File: src/rtl/w_frame_tx.sv
// Serial frame transmitter for the sequence detector's w input: ones_len ones, then zeros, FRAME_LEN bits per frame.
// Optional W_FRAME_TX_EXPECT_EN adds z_exp, a reference model of the four-in-a-row detector output.
module w_frame_tx #(
  parameter int FRAME_LEN = 10,
  parameter int CNT_W     = 4
) (
  input  logic             clock,
  input  logic             reset,
  input  logic             start,
  input  logic [CNT_W-1:0] ones_len,
  output logic             ready,
  output logic             w,
  output logic             w_valid,
  output logic             frame_done
`ifdef W_FRAME_TX_EXPECT_EN
  ,
  output logic             z_exp
`endif
);

  typedef enum logic [1:0] {IDLE, ONES, ZEROS} state_e;

  localparam logic [CNT_W-1:0] FULL = CNT_W'(FRAME_LEN);
  localparam logic [CNT_W-1:0] LAST = CNT_W'(FRAME_LEN - 1);

  state_e           state_q, state_d;
  logic [CNT_W-1:0] len_q, len_d;
  logic [CNT_W-1:0] bit_cnt_q, bit_cnt_d;
  logic             ready_q, ready_d;
  logic             w_q, w_d;
  logic             w_valid_q, w_valid_d;
  logic             frame_done_q, frame_done_d;
  logic [CNT_W-1:0] len_clamped;

  always_comb begin
    len_clamped = (ones_len > FULL) ? FULL : ones_len;
  end

  // Outputs are computed for the cycle after the edge, so the state names the bit being driven.
  always_comb begin
    state_d      = state_q;
    len_d        = len_q;
    bit_cnt_d    = bit_cnt_q;
    ready_d      = 1'b0;
    w_d          = 1'b0;
    w_valid_d    = 1'b0;
    frame_done_d = 1'b0;
    case (state_q)
      IDLE: begin
        ready_d = 1'b1;
        if (start) begin
          len_d     = len_clamped;
          bit_cnt_d = '0;
          ready_d   = 1'b0;
          w_valid_d = 1'b1;
          if (len_clamped != '0) begin
            state_d = ONES;
            w_d     = 1'b1;
          end else begin
            state_d = ZEROS;
          end
        end
      end
      ONES: begin
        bit_cnt_d = bit_cnt_q + 1'b1;
        if (bit_cnt_q == len_q - 1'b1) begin
          if (len_q == FULL) begin
            state_d      = IDLE;
            bit_cnt_d    = '0;
            ready_d      = 1'b1;
            frame_done_d = 1'b1;
          end else begin
            state_d   = ZEROS;
            w_valid_d = 1'b1;
          end
        end else begin
          w_d       = 1'b1;
          w_valid_d = 1'b1;
        end
      end
      ZEROS: begin
        if (bit_cnt_q == LAST) begin
          state_d      = IDLE;
          bit_cnt_d    = '0;
          ready_d      = 1'b1;
          frame_done_d = 1'b1;
        end else begin
          bit_cnt_d = bit_cnt_q + 1'b1;
          w_valid_d = 1'b1;
        end
      end
      default: begin
        state_d = IDLE;
        ready_d = 1'b1;
      end
    endcase
  end

  always_ff @(posedge clock or posedge reset) begin
    if (reset) begin
      state_q      <= IDLE;
      len_q        <= '0;
      bit_cnt_q    <= '0;
      ready_q      <= 1'b1;
      w_q          <= 1'b0;
      w_valid_q    <= 1'b0;
      frame_done_q <= 1'b0;
    end else begin
      state_q      <= state_d;
      len_q        <= len_d;
      bit_cnt_q    <= bit_cnt_d;
      ready_q      <= ready_d;
      w_q          <= w_d;
      w_valid_q    <= w_valid_d;
      frame_done_q <= frame_done_d;
    end
  end

  assign ready      = ready_q;
  assign w          = w_q;
  assign w_valid    = w_valid_q;
  assign frame_done = frame_done_q;

`ifdef W_FRAME_TX_EXPECT_EN
  logic [2:0] run_cnt_q, run_cnt_d;
  logic       prev_w_q;
  logic       z_exp_q, z_exp_d;

  // Samples the bit currently on w, exactly as the detector does at this edge.
  always_comb begin
    run_cnt_d = '0;
    if (w_valid_q) begin
      if (run_cnt_q != '0 && w_q == prev_w_q) begin
        run_cnt_d = (run_cnt_q == 3'd4) ? 3'd4 : run_cnt_q + 3'd1;
      end else begin
        run_cnt_d = 3'd1;
      end
    end
    z_exp_d = (run_cnt_d == 3'd4);
  end

  always_ff @(posedge clock or posedge reset) begin
    if (reset) begin
      run_cnt_q <= '0;
      prev_w_q  <= 1'b0;
      z_exp_q   <= 1'b0;
    end else begin
      run_cnt_q <= run_cnt_d;
      prev_w_q  <= w_q;
      z_exp_q   <= z_exp_d;
    end
  end

  assign z_exp = z_exp_q;
`endif

endmodule
File: config.mk
export PLATFORM = sky130hd
export DESIGN_NAME = w_frame_tx
export DESIGN_NICKNAME = d
export VERILOG_FILES = /design/src/rtl/w_frame_tx.sv
export SDC_FILE = /design/constraint.sdc
export NUM_CORES = 1
export LEC_CHECK = 0
export CAP_MARGIN = 10
export CORE_MARGIN = 4
export CORE_UTILIZATION = 57
export DETAILED_ROUTE_END_ITERATION = 6
export PLACE_DENSITY = 0.79
export SETUP_SLACK_MARGIN = 0.4
export SKIP_LAST_GASP = 1
export SLEW_MARGIN = 30
export SYNTH_ARGS = -nofsm -noshare
export SYNTH_HDL_FRONTEND = slang
export SYNTH_SLANG_ARGS = --single-unit
export TNS_END_PERCENT = 5
File: constraint.sdc
create_clock -name clock -period 2.76 [get_ports clock]
set_input_delay 0.414 -clock clock [delete_from_list [all_inputs] [get_ports clock]]
set_output_delay 0.414 -clock clock [all_outputs]
set_load 0.005 [all_outputs]
Word-level counts from Yosys, hierarchy flattened. Index checks and enable logic that the tools add are counted.

Word-level logic and storage cells: 51. Input port bits: 7. Output and inout bits: 4. Flip-flop bits (word level): 14.

Mux-type cells: 27. Reductions and logical operators: 6. Eq/ne operators: 8. Add/sub/neg operators: 2. Magnitude comparators: 1.

Operators with widths (count): 4-bit 2-to-1 mux (5); 4-bit case mux with 3 select lines (1); 1-bit 2-to-1 mux (11); 2-bit 2-to-1 mux (5); 4-bit equality test, second input constant (2); 2-bit != test, second input constant (3); 1-bit case mux with 3 select lines (2); 2-bit case mux with 3 select lines (1); 4-bit by 1-bit adder with 4-bit output, second input constant (1); 4-bit equality test (1); 4-bit > comparator, second input constant (1); 1-bit case mux with 2 select lines (2); 2-bit AND reduction (2); 4-bit nonzero test (1); 4-bit by 1-bit subtractor with 4-bit output, second input constant (1); 3-bit AND reduction (1); 3-bit nonzero test (1); 2-bit by 1-bit equality test with 1-bit output, second input constant (1); 2-bit equality test, second input constant (1); 2-bit logical NOT (1).

Depth between registers and ports, before layout. Gate-level depths: netlist of the first run.

Depth after elaboration: 6. Depth in mapped cells: 8. Gate-level depth less buffers: 7.

Least setup slack after synthesis of the first run. Ideal clock, no wire load.

Kind: register -> register. From: register len_q[0]. To: register state_q[0]. Required time: 2.639 ns. Arrival: 1.589 ns. Library setup time: 0.121 ns. Path buffers: 0. Clock period less this slack: 1.710 ns. Setup slack: 1.050 ns. Stages on the path, launching flop included: 8. Path through: dfrtp_1 > inv_1 > ha_1 > xnor2_1 > xnor2_1 > o41ai_2 > nand3_1 > a22o_1.

Longest elaborated chain between the ends: 4.

RTL lines: start: declaration (line 27) `logic [CNT_W-1:0] len_q, len_d;`; start signal: assignment (line 110) `len_q <= len_d;`; 4-bit by 1-bit subtractor with 4-bit output (line 66) `if (bit_cnt_q == len_q - 1'b1) begin`; 4-bit equality test (line 66); 2-bit != test (no line); 3-bit AND reduction (no line); end signal: assignment (line 109) `state_q <= state_d;`; end: declaration (line 26) `state_e state_q, state_d;`.

Every way passes these cells. A chain may end at the register's enable or synchronous reset.

Worst setup path after layout of the first run. Same ends and word-level chain as after synthesis.

==> summary.txt, run 1 <==
Timing
  • Max Transition Viols Final: 0
  • Worst-Margin Slew: 0.5379 ns
  • Period utilization: 70.18%
  • Hold Fails Final Rpt: 0
  • Unrepaired setup endpoints after global routing: no
  • Fin Setup TNS: 0 ns
  • Rel. slew slack: 64.10%
  • Worst Skew: 0.001329 ns
  • Fin crit period: 1.937 ns
  • Final setup vio count: 0
  • Fmax: 516.2 MHz

Yosys
  • Register bit count reported by yosys: 14
  • Synth Flop Type: dfrtp_1
  • Seq/Total Area, Yosys: 39.63%
  • Number of synthesized flops with an enable pin: 0
  • Net Count, Synth: 109
  • Cells after Synth: 94
  • Synthesized cell area: 887.1 um^2
  • Most common cell in the netlist: dfrtp_1
  • Synth top area share: 36.67%
  • Area leader, netlist: dfrtp_1
  • Syn_area_per_cell: 9.437 um^2
  • Syn. warnings: 0
  • Post-synth top cells: dfrtp_1, nand2_1, inv_1
  • Largest cells by area after synthesis: dfrtp_1, ha_1, xnor2_1
  • Async S/R FF share, synth: 100.0%
  • Unique masters post-synth: 29

Route
  • DRT iter0 DRCs: 11
  • Via count: 684
  • DRT Wirelength: 1.691 mm
  • Drt first pass iters: 3
  • Detail Route Antenna Nets: 0
  • DR vias/cell: 5.607
  • WL per Instance: 13.86 um
  • Post-route DRC violation count: 0

Critical path
  • Critical R2R Launch: len_q[0]
  • CP Capture Type: flop
  • Critical Path Source: len_q[0]
  • Slowest cell on crit path: dfrtp_1
  • Worst path max stage delay: 0.44 ns
  • Setup CP Type: flop to flop
  • CP Max Fanout: 5
  • Crit-path cells: inv_1 > ha_1 > xnor2_1 > xnor2_1 > o41ai_2 > nand3_1 > a22o_1
  • WP data required: 2.94 ns
  • CP Launch Type: flop
  • CP most frequent cell: xnor2_1
  • Worst Path Arrival: 2.11 ns

Layout
  • Syn-to-layout area delta: 17.07%
  • Nets: 123
  • Layout cells sized above 1: 11.21%
  • # diodes: 0
  • Post-route cell area: 1039 um^2

Clock tree
  • Total CTS buffers: 3
  • Latest clock arrival within the worst-skew pair: 0.28 ns
  • Cts hold-fix bufs: 0
  • Root Driver: clkbuf_4
  • CTS clk-pin slew, worst paths: 0.08 ns
  • PostCTS Resize Cnt: 0
  • # Post-CTS Setup Buffers: 0
  • Max Buffers Root-to-Sink: 2
  • TritonCTS clock tree: done
  • H-tree levels: 1
  • Clock Sinks: 14

Placement
  • Input/output buffers: 10
  • Detailed Place HPWL: 1.335 mm
  • Placer congestion estimate: 0.8323
  • Cell Area, Placed: 1002 um^2

Die
  • Die ar.: 2252 um^2
  • Die Y: 47.45 um
  • Initial Util: 64.16%
  • Width of the die: 47.45 um
  • Core area: 1383 um^2
  • Ports: 11
  • Cell Rows: 13

GRT
  • Largest net degree at the start of global routing: 15
  • Gr usage total: 18.96%
  • Initial antenna violation count: 0
  • Gr ovfl total: 0
  • First-pass GRT wire length: 2.911 mm
  • Vias in the first global route: 697

Pwr
  • IR drop worst, VDD: 570.5 uV
  • PwrDens: 1011 nW/um^2
  • Pleak: 0.4564 nW

Outcome
  • Status: finished, final reports clean

Min path
  • Worst min path class: input port to async pin

Job
  • Max-cap violation count: 0
==> final timing paths <==
kind	endpoint	slack (ns)	cells after the start
worst max-delay path	state_q[0]	0.82	7
worst min-delay path	state_q[1]	0.46	2
worst max register to register	state_q[0]	0.82	7
worst min register to register	len_q[0]	0.60	2
max in group asynchronous	ready	1.93	2
min in group clock	len_q[0]	0.60	2
==> state kept, by name (all words and copies together) (netlist names) <==
register and count:
bit_cnt_q 4, frame_done 1, w 1, state_q 2
ready 1, len_q 4, w_valid 1
==> cell type report <==
class	instances	area, um^2
Clock buffer	4	36.28
Fill cell	103	344.1
Inverter	10	37.54
Multi-Input combinational cell	69	494.2
Sequential cell	14	351.6
Tap cell	15	18.77
Timing Repair Buffer	10	100.1
==> cell usage in the layout, fill, tap and decap left out <==
master           instances
dfrtp_1                 13
nand2_1                 11
inv_1                   10
clkdlybuf4s50_1         10
ha_1                     8
nor2_1                   7
o21ai_0                  6
xnor2_1                  5
nand2b_1                 4
nor3_1                   4
nand3_1                  3
a21oi_1                  3
clkbuf_4                 3
a31oi_1                  2
o211ai_1                 2
xor2_2                   1
xor2_1                   1
o41ai_2                  1
nor4_1                   1
a22o_1                   1
a41oi_2                  1
o21ai_2                  1
o31ai_2                  1
mux2_2                   1
nor2b_1                  1
a22oi_1                  1
nor3b_1                  1
o311ai_2                 1
a211oi_1                 1
clkbuf_8                 1
dfstp_2                  1
==> cell families after synthesis <==
| kind of cell | after synthesis | share of synthesized area, % |
|---|---|---|
| mux | 1 | 1.269 |
| fa+ha+maj | 8 | 11.28 |
| buf+inv | 11 | 4.654 |
| xor+xnor | 7 | 7.758 |
| simple gates | 32 | 16.64 |
| flops | 14 | 39.63 |
| compound gates | 21 | 18.76 |
==> per-layer routing <==
metal	track usage, %	wire, um	share of wire [%]
met4	13.81	62	3.7
met1	22.74	791	47
met2	30.21	786	46
met5	0	0	0
met3	3.383	51	3.0
==> report_power, final <==
part / total, mW / switching (mW) / internal, mW
logic: 0.547 / 0.311 / 0.235
clock network: 0.147 / 0.0667 / 0.0803
registers: 0.357 / 0.0741 / 0.283
total: 1.05 / 0.452 / 0.598
==> critical path, delay by kind of cell, from the launching register on <==
kind / cells / cell delay (ns)
adder cells (fa/ha/maj): 1 / 0.22
XOR/XNOR: 2 / 0.43
AO/OA/AOI/OAI: 2 / 0.50
buffers and inverters: 1 / 0.09
flip-flops: 1 / 0.44
AND/OR/NAND/NOR: 1 / 0.16
==> metrics by stage <==
stage          power [mW]  utilization (%)  worst slack (ns)  cells  hold WS, ns
2_1_floorplan      0.7479                -             1.050     94       0.3025
3_3_place_gp       0.8781            72.49            0.8790    118       0.5632
3_5_place_dp       0.9033            72.49            0.8245    118       0.5845
4_1_cts             1.049            75.11            0.8210    122       0.4829
5_1_grt             1.148            75.11            0.6000    122       0.5119
6_report            1.050            75.11            0.8229    122       0.4644
Note: power is estimated with default switching activity, not from simulation.
==> run 2, diff against run 1 <==
--- a/config.mk
+++ b/config.mk
@@ -7,9 +7,9 @@
 export LEC_CHECK = 0
 export CAP_MARGIN = 10
 export CORE_MARGIN = 4
-export CORE_UTILIZATION = 57
+export CORE_UTILIZATION = 48
 export DETAILED_ROUTE_END_ITERATION = 6
-export PLACE_DENSITY = 0.79
+export PLACE_DENSITY = 0.7
 export SETUP_SLACK_MARGIN = 0.4
 export SKIP_LAST_GASP = 1
 export SLEW_MARGIN = 30
==> constraint.sdc (replaced) <==
create_clock -name clock -period 1.6 [get_ports clock]
set_input_delay 0.24 -clock clock [delete_from_list [all_inputs] [get_ports clock]]
set_output_delay 0.24 -clock clock [all_outputs]
set_load 0.005 [all_outputs]
==> run 2 against run 1 <==
Effect of this change:
- the run now ends with setup timing left
- critical path type unchanged
- cell count rose by 22%
- non-clock buffer count rose by 17
- via count rose by 11%
- final area rose by 23%
- global-route usage fell by 1.5 points
==> summary.txt, run 2 (synthesis gave the netlist of run 1 again) <==
Timing
  • Max Transition Viols Final: 0 (unchanged)
  • Fin crit period: 1.719 ns (-0.2184 ns)
  • Hold Fails Final Rpt: 0 (unchanged)
  • Period utilization: 107.4% (+37 points)
  • Worst Skew: 0.002607 ns (+0.001278 ns)
  • Rel. slew slack: 63.23% (-0.87 points)
  • Fmax: 581.9 MHz (+13%)
  • Worst-Margin Slew: 0.5509 ns (+0.01299 ns)
  • Final setup vio count: 9 (+9)
  • Unrepaired setup endpoints after global routing: yes
  • Worst setup margin: -0.1187 ns (-0.9416 ns)

Job
  • Max-cap violation count: 0 (unchanged)

Layout
  • Nets: 140 (+14%)
  • # diodes: 0 (unchanged)
  • Filler cells: 138 (+34%)
  • Largest registers: bit_cnt_q x4, len_q x4, state_q x2
  • Most frequent cells in the layout: buf_4, dfrtp_1, nand2_1
  • Layout cells sized above 1: 31.45% (+20 points)
  • Final core utilization: 72.90% (-2.2 points)
  • Commonest non-fill, non-tap cell in the layout: buf_4
  • Post-route cell area: 1272 um^2 (+23%)
  • Syn-to-layout area delta: 43.44%

Route
  • Detail Route Antenna Nets: 0 (unchanged)
  • DRT Wirelength: 2.037 mm (+20%)
  • Via count: 757 (+11%)
  • DR vias/cell: 5.081 (-9.4%)
  • WL per Instance: 13.67 um (-1.4%)
  • Drt first pass iters: 4 (+1)
  • DRT iter0 DRCs: 10 (-1)
  • Post-route DRC violation count: 0 (unchanged)

Die
  • Die ar.: 2600 um^2 (+15%)
  • Width of the die: 50.99 um (+7.5%)
  • Ports: 11 (unchanged)
  • Cell Rows: 15 (+2)
  • Die Y: 50.99 um (+7.5%)
  • Initial Util: 50.82% (-13 points)
  • Core area: 1745 um^2 (+26%)

Pwr
  • PwrDens: 1899 nW/um^2 (+88%)
  • IR drop worst, VDD: 1025 uV (+80%)
  • Tot Pwr: 2.417 mW (+130%)
  • Pleak: 0.5592 nW (+23%)

Min path
  • Worst min path class: input port to async pin

Critical path
  • WP data required: 1.77 ns (-1.17 ns)
  • Setup CP Type: flop to flop
  • Slowest cell on crit path: o41ai_4
  • CP Max Fanout: 2 (-3)
  • Buffers plus inverters on the worst setup path: 1 (unchanged)
  • Critical Path Stages: 6 (-1)
  • CP Capture Type: flop
  • Worst path max stage delay: 0.43 ns (about the same)
  • Worst Path Arrival: 1.89 ns (-0.22 ns)
  • Worst reg2reg path depth: 6 (-1)
  • Crit-path cells: buf_6 > nor3_4 > xor2_2 > o41ai_4 > nand3_2 > a22o_1
  • Worst path top cell family by delay: compound AO/OA/AOI/OAI gates
  • CP Launch Type: flop

Clock tree
  • Latest clock arrival within the worst-skew pair: 0.27 ns (about the same)
  • Root Driver: clkbuf_4
  • Total CTS buffers: 3 (unchanged)
  • CTS clk-pin slew, worst paths: 0.08 ns (about the same)
  • Cts hold-fix bufs: 0 (unchanged)
  • TritonCTS clock tree: done
  • Clock Sinks: 14 (unchanged)
  • Max Buffers Root-to-Sink: 2 (unchanged)
  • H-tree levels: 1 (unchanged)

Placement
  • Detailed Place HPWL: 1.501 mm (+12%)
  • Pre-CTS setup slack: -0.2355 ns (-1.060 ns)
  • Placer congestion estimate: 0.8435 (+1.3%)
  • Input/output buffers: 10 (unchanged)
  • Cell Area, Placed: 1127 um^2 (+12%)

GRT
  • Gr ovfl total: 0 (unchanged)
  • Vias in the first global route: 791 (+13%)
  • Largest net degree at the start of global routing: 15 (unchanged)
  • First-pass GRT wire length: 3.408 mm (+17%)
  • Gr usage total: 17.48% (-1.5 points)
  • Initial antenna violation count: 0 (unchanged)

Outcome
  • Status: complete, but fails checks
  • Failing checks: setup timing
run 2: cell types whose count changed in the layout (fill, tap and decap cells not counted), sizes merged:
cell / delta
buf: +17
run 2: final cells by class:
| type | instances | area [um^2] | share of cell area, % |
|---|---|---|---|
| inverters | 10 | 37.54 | 2.950 |
| multi-input cells | 69 | 594.3 | 46.71 |
| repair buffers | 27 | 231.5 | 18.19 |
| flip-flops and latches | 14 | 351.6 | 27.63 |
| well taps | 25 | 31.28 | 2.458 |
| clock buffers | 4 | 26.28 | 2.065 |
run 2: metal layers:
metal / up-vias / GRT usage (%) / wire (um)
li1: 386 / - / -
met3: 4 / 2.624 / 48
met5: - / 0 / 0
met2: 9 / 29.40 / 1084
met1: 358 / 22.45 / 883
met4: 0 / 6.726 / 21
run 2: what timing repair did:
| action | CTS | global route |
|---|---|---|
| resized for setup | 6 | 11 |
| setup buffers | 1 | 2 |
| endpoints found under the setup margin | 18 | 18 |
| endpoints found under the hold margin | 0 | 0 |
| pin swaps | 5 | 6 |
run 2: through the flow:
stage / instances / setup TNS [ns] / hold WS [ns]
2_1_floorplan: 94 / -0.2440 / 0.1285
4_1_cts: 147 / -0.6330 / 0.3157
3_5_place_dp: 142 / -0.7544 / 0.5932
3_3_place_gp: 142 / -0.3927 / 0.5722
6_report: 149 / -0.5306 / 0.3023
5_1_grt: 149 / -1.748 / 0.3584
run 2: worst paths after layout:
| kind | startpoint | end | slack (ns) |
|---|---|---|---|
| max in group asynchronous | reset | ready | 0.92 |
| min in group clock | ones_len[0] | len_q[0] | 0.58 |
| setup / recovery | len_q[1] | state_q[0] | -0.12 |
| setup reg to reg | len_q[1] | state_q[0] | -0.12 |
| hold / removal | reset | w_valid | 0.30 |
| hold reg to reg | state_q[0] | state_q[0] | 0.60 |
run 2: power breakdown:
| group | switching [mW] | leakage (nW) | internal, mW | total [mW] |
|---|---|---|---|---|
| clock network | 0.109 | 0.0150 | 0.0965 | 0.205 |
| registers | 0.105 | 0.177 | 0.487 | 0.592 |
| logic | 0.787 | 0.367 | 0.832 | 1.62 |
run 2: worst register-to-register path, stage by stage, from the launching register on:
cell,delay [ns]
dfrtp_1,0.41
buf_6,0.14
nor3_4,0.18
xor2_2,0.12
o41ai_4,0.43
nand3_2,0.12
a22o_1,0.22
==> run 3, diff against run 2 <==
--- a/config.mk
+++ b/config.mk
@@ -8,6 +8,7 @@
 export CAP_MARGIN = 10
 export CORE_MARGIN = 4
 export CORE_UTILIZATION = 48
+export CTS_CLUSTER_SIZE = 14
 export DETAILED_ROUTE_END_ITERATION = 6
 export PLACE_DENSITY = 0.7
 export SETUP_SLACK_MARGIN = 0.4
==> results of run 3 <==
The final DEF is identical to that of run 2; final timing and power are the same.
